`config.mk`:
```
export PLATFORM = sky130hd
export DESIGN_NAME = smvm_issue_ctrl
export DESIGN_NICKNAME = d
export VERILOG_FILES = /design/src/rtl/smvm_issue_ctrl.sv
export SDC_FILE = /design/constraint.sdc
export NUM_CORES = 1
export LEC_CHECK = 0
export ABC_AREA = 1
export BUFFER_PORTS_ARGS = -buffer_cell sky130_fd_sc_hd__clkbuf_2
export CAP_MARGIN = 20
export CORE_MARGIN = 2
export CORE_UTILIZATION = 50
export DETAILED_ROUTE_END_ITERATION = 6
export HOLD_SLACK_MARGIN = 0.12
export PLACE_DENSITY = 0.81
export SLEW_MARGIN = 20
export SYNTH_ARGS = -nofsm -noshare
export SYNTH_HDL_FRONTEND = slang
export SYNTH_SLANG_ARGS = --single-unit
```
`constraint.sdc`:
```
create_clock -name clk -period 2.6 [get_ports clk]
set_input_delay 0.13 -clock clk [delete_from_list [all_inputs] [get_ports clk]]
set_output_delay 0.13 -clock clk [all_outputs]
set_load 0.01 [all_outputs]
```
`src/rtl/smvm_issue_ctrl.sv`:
```
// Issue scheduler for the SMVM ALU tree: packs nonzero entries into K-wide bundles,
// issues them under valid/ready, pads the final partial bundle, drains, and counts rows.
module smvm_issue_ctrl #(
    parameter int K     = 4,
    parameter int VW    = 8,
    parameter int CW    = 7,
    parameter int DRAIN = 4
) (
    input  logic            clk,
    input  logic            rst,
    input  logic            start,
    input  logic            nz_valid,
    output logic            nz_ready,
    input  logic [VW-1:0]   nz_val,
    input  logic [CW-1:0]   nz_col,
    input  logic            nz_ipv,
    input  logic            nz_last,
    output logic            iss_valid,
    input  logic            iss_ready,
    output logic [K*VW-1:0] iss_val,
    output logic [K*CW-1:0] iss_col,
    output logic [K-1:0]    iss_ipv,
    output logic [K-1:0]    iss_mask,
    output logic            busy,
    output logic            done,
    output logic [7:0]      row_cnt
);

    // Handshakes: a transfer happens on a rising edge where valid and ready are both
    // high; the sender holds its payload stable while valid is high and ready is low.

    localparam int CNTW = (K > 1) ? $clog2(K) : 1;
    localparam int TW   = (DRAIN > 1) ? $clog2(DRAIN) : 1;

    typedef enum logic [2:0] {
        S_IDLE  = 3'd0,
        S_FILL  = 3'd1,
        S_ISSUE = 3'd2,
        S_DRAIN = 3'd3,
        S_DONE  = 3'd4
    } state_t;

    state_t          state_q, state_d;
    logic [CNTW-1:0] cnt_q, cnt_d;
    logic            last_q, last_d;
    logic [TW-1:0]   timer_q, timer_d;
    logic [7:0]      row_cnt_q, row_cnt_d;
    logic [VW-1:0]   slot_val_q [K];
    logic [VW-1:0]   slot_val_d [K];
    logic [CW-1:0]   slot_col_q [K];
    logic [CW-1:0]   slot_col_d [K];
    logic [K-1:0]    slot_ipv_q, slot_ipv_d;
    logic [K-1:0]    mask_q, mask_d;

    logic [8:0]      ipv_pop;
    logic [8:0]      row_sum;
    logic [7:0]      row_sat;

    always_comb begin
        ipv_pop = '0;
        for (int i = 0; i < K; i++) begin
            ipv_pop = ipv_pop + 9'(slot_ipv_q[i]);
        end
        row_sum = {1'b0, row_cnt_q} + ipv_pop;
        row_sat = row_sum[8] ? 8'hff : row_sum[7:0];
    end

    always_comb begin
        state_d    = state_q;
        cnt_d      = cnt_q;
        last_d     = last_q;
        timer_d    = timer_q;
        row_cnt_d  = row_cnt_q;
        slot_val_d = slot_val_q;
        slot_col_d = slot_col_q;
        slot_ipv_d = slot_ipv_q;
        mask_d     = mask_q;

        case (state_q)
            S_IDLE: begin
                if (start) begin
                    state_d   = S_FILL;
                    row_cnt_d = '0;
                end
            end
            S_FILL: begin
                if (nz_valid) begin
                    slot_val_d[cnt_q] = nz_val;
                    slot_col_d[cnt_q] = nz_col;
                    slot_ipv_d[cnt_q] = nz_ipv;
                    mask_d[cnt_q]     = 1'b1;
                    cnt_d             = cnt_q + 1'b1;
                    // Row ends do not close a bundle; only a full bundle or the matrix end does.
                    if ((cnt_q == CNTW'(K - 1)) || nz_last) begin
                        state_d = S_ISSUE;
                        last_d  = nz_last;
                    end
                end
            end
            S_ISSUE: begin
                if (iss_ready) begin
                    row_cnt_d = row_sat;
                    cnt_d     = '0;
                    mask_d    = '0;
                    slot_ipv_d = '0;
                    for (int i = 0; i < K; i++) begin
                        slot_val_d[i] = '0;
                        slot_col_d[i] = '0;
                    end
                    if (last_q) begin
                        state_d = S_DRAIN;
                        timer_d = TW'(DRAIN - 1);
                        last_d  = 1'b0;
                    end else begin
                        state_d = S_FILL;
                    end
                end
            end
            S_DRAIN: begin
                if (timer_q == '0) begin
                    state_d = S_DONE;
                end else begin
                    timer_d = timer_q - 1'b1;
                end
            end
            S_DONE: begin
                state_d = S_IDLE;
            end
            default: begin
                state_d = S_IDLE;
            end
        endcase
    end

    always_ff @(posedge clk or posedge rst) begin
        if (rst) begin
            state_q    <= S_IDLE;
            cnt_q      <= '0;
            last_q     <= 1'b0;
            timer_q    <= '0;
            row_cnt_q  <= '0;
            slot_ipv_q <= '0;
            mask_q     <= '0;
            for (int i = 0; i < K; i++) begin
                slot_val_q[i] <= '0;
                slot_col_q[i] <= '0;
            end
        end else begin
            state_q    <= state_d;
            cnt_q      <= cnt_d;
            last_q     <= last_d;
            timer_q    <= timer_d;
            row_cnt_q  <= row_cnt_d;
            slot_ipv_q <= slot_ipv_d;
            mask_q     <= mask_d;
            for (int i = 0; i < K; i++) begin
                slot_val_q[i] <= slot_val_d[i];
                slot_col_q[i] <= slot_col_d[i];
            end
        end
    end

    // Slot 0 is presented in the most significant position of every bundle field.
    always_comb begin
        iss_val  = '0;
        iss_col  = '0;
        iss_ipv  = '0;
        iss_mask = '0;
        for (int i = 0; i < K; i++) begin
            iss_val[(K-1-i)*VW +: VW] = slot_val_q[i];
            iss_col[(K-1-i)*CW +: CW] = slot_col_q[i];
            iss_ipv[K-1-i]            = slot_ipv_q[i];
            iss_mask[K-1-i]           = mask_q[i];
        end
    end

    assign nz_ready  = (state_q == S_FILL);
    assign iss_valid = (state_q == S_ISSUE);
    assign busy      = (state_q != S_IDLE);
    assign done      = (state_q == S_DONE);
    assign row_cnt   = row_cnt_q;

endmodule

```
==> flow_summary.toml <==
[cts]
worstSkewPairLatency_ns = 0.34
htreeDepth = 3
post_cts_buffers = 0
clock-sinks = 84
tritoncts = "done"
cts_made_buffers = 9
clockBufferDepth = 2
cts_root_buffer = "clkbuf_8"
cts.clk_slew.worst_paths_ns = 0.08

[sta]
tightest_slew_ns = 0.731
final_hold_viol_count = 0
slew_violations = 0
setup_violations = 0
max_slew_margin_pct = 51.3
setup_tns_ns = 0
post-route-min-period_ns = 2.35
fin_crit_sh_pct = 90.2
finClkSkew_ns = 0.00903
rsz0062_at_grt = "no"
fmax_ghz = 0.426

[floorplanning]
start_util_pct = 50.9
rows = 33
die-area_um2 = 8980
num_io_pins = 102
die_w_um = 94.8
die_y_um = 94.8
coreArea_um2 = 8090

[worst_setup_path]
cp_cell_sequence = "fa_1 -> inv_1 -> fa_1 -> inv_1 -> fa_1 -> nand3_1 -> nor2_2 -> nand2_2 -> o21ai_0 -> nand2_1 -> nand2_1"
cp-start-kind = "flop"
crit_family = "adder cells"
cp_common_cell = "fa_1"
required_ns = 2.88
slowest_delay_ns = 0.54
cp.arrival_ns = 2.62
r2r_slack_ns = 0.25
path_buf_inv = 2
crit_fanout = 6
worst-setup-path-type = "flop to flop"
cp_slowest_cell = "fa_1"
endpoint_kind = "flop"

[synthesis]
netlist_area_um2 = 4120
synth_nets = 531
syn_inst = 500
synth-seq-cells = 84
seq_area_frac_synth_pct = 51.0
synth.distinct_cells = 24
postSynthAreaPerCell_um2 = 8.24
yosys_warnings = 0

[outcome]
status = "complete, no violations"

[global_route]
antenna_found_initial = 0
busiest_layer = "met2"
met3_usage_pct = 3.67
grt_usage_pct = 24.2
use_met2_pct = 37.1
grt_pass1_wl_um = 16800
grt_max_degree = 44
grt_util_met1_pct = 33.7
grt_pass1_vias = 3442
grt-ovfl-total = 0

[route]
antenna_left = 0
first_iter_violations = 215
drt-wirelength-per-cell_um = 14.9
detail_route.first_pass.iterations = 5
vias = 3746
drcViolationCount = 0
routed_wirelength_um = 10400
vias_per_cell = 5.34

[power]
power.density_nw_per_um2 = 1220
p_seq_share_pct = 36.5
pwr-share-clk_pct = 14.6
leakagePower_uw = 0.00283
p_int_uw = 3150
switching_share_pct = 46.7
ir_drop_mv = 0.474
combPwrFrac_pct = 48.9
power.switching_uw = 2770

[layout]
fin_area_um2 = 4840
layout.nets = 624
layout_common_cells = "196 x nand2_1, 101 x clkbuf_2, 84 x dfrtp_1"
n_antenna_cell = 0
drive_gt1_share_pct = 24.8
final_common_cell = "nand2_1"
area_delta_synth_final_pct = 17.6

[placed_design]
io_buffer_count = 101
post_dp_cell_area_um2 = 4650
dp_hpwl_um = 7230
finalWeightedCongestion = 0.863

[hold_path]
min_path_type = "input pin to flop"

[flow_run]
drv_cap = 0
==> registers in the layout, indices dropped and copies added (netlist names) <==
signal      flops
cnt_q           2
iss_col        28
iss_val        32
last_q          1
mask_q          4
row_cnt         8
slot_ipv_q      4
state_q         3
timer_q         2
==> cell usage after synthesis <==
library cell | number | area (um^2)
nor2_2 | 9 | 56.3
nand2_1 | 197 | 739
nand2_4 | 2 | 22.5
nand3_2 | 5 | 50.1
nor3_1 | 3 | 15.0
nor2_1 | 15 | 56.3
inv_2 | 3 | 11.3
a21oi_1 | 2 | 10.0
nor4_1 | 1 | 6.26
nor2_4 | 1 | 11.3
buf_4 | 7 | 52.6
buf_6 | 3 | 33.8
o21ai_0 | 8 | 40.0
ha_1 | 6 | 75.1
fa_1 | 3 | 60.1
inv_1 | 45 | 169
nand4_1 | 64 | 400
dfrtp_1 | 84 | 2100
nand3_1 | 12 | 60.1
nand2_2 | 3 | 18.8
clkbuf_1 | 8 | 30.0
nand3b_1 | 1 | 7.51
buf_2 | 12 | 60.1
o21ai_1 | 6 | 30.0
==> power by group through the flow <==
stage | clock, uW | sequential [uW] | combinational [uW]
after CTS | 883 | 2160 | 2890
after global routing | 935 | 2220 | 3240
after detailed placement | 0 | 2170 | 2880
after floorplan | 0 | 2310 | 1850
final | 864 | 2160 | 2900
after global placement | 0 | 2150 | 2800
==> area by class of cell <==
cell class              instances  area (um^2)
multi-input cells             338         1660
clock buffers                  11          131
inverters                      48          181
clock inverters                 3         40.0
fillers                       728         3250
repair buffers                112          593
flip-flops and latches         84         2100
well taps                     105          131
==> timing repair <==
action	4_1_cts	5_1_grt
gates resized for setup	0	2
endpoints found under the hold margin	42	0
endpoints found under the setup margin	0	6
hold buffers	2	0
==> worst reg2reg max path: cells and delay by family, from the launching register on <==
kind,cells,cell delay [ns]
buffers and inverters,2,0.14
adder cells (fa/ha/maj),3,1.12
AND/OR/NAND/NOR,5,0.53
AO/OA/AOI/OAI,1,0.09
flip-flops,1,0.41
==> per-stage QoR <==
stage / total power [uW] / cells / hold slack (ns) / setup WS (ns) / util [%]
final: 5920 / 701 / 0.141 / 0.254 / 59.8
after global routing: 6390 / 701 / 0.143 / 0.0407 / 59.8
after CTS: 5930 / 701 / 0.127 / 0.189 / 59.8
after detailed placement: 5050 / 685 / 0.258 / 0.202 / 57.4
after global placement: 4950 / 685 / 0.256 / 0.270 / 57.4
after floorplan: 4160 / 500 / 0.285 / 0.305 / -
==> layer usage <==
metal  part of all wire, %  vias to the layer above
met5                     0                        -
met4                   2.8                        0
met3                   7.0                       31
met2                    47                      163
met1                    43                     1749
li1                      -                     1803
==> cells by family after synthesis <==
group | count (synthesis) | synth area share [%]
DFF | 84 | 51.0
and+or+nand+nor | 313 | 35.1
adders and majority gates | 9 | 3.28
buffers and inverters | 78 | 8.66
AOI/OAI and AO/OA | 16 | 1.94
==> worst paths after layout <==
| kind | start | to | depth (start not counted) |
|---|---|---|---|
| max | slot_ipv_q[2] | row_cnt[2] | 11 |
| min | nz_col[6] | iss_col[27] | 5 |
| max reg2reg | slot_ipv_q[2] | row_cnt[2] | 11 |
| min reg2reg | iss_col[6] | iss_col[6] | 2 |
| max in group asynchronous | rst | iss_col[23] | 4 |
| min in group asynchronous | rst | state_q[0] | 3 |
Power figures use the tool's default switching activity.
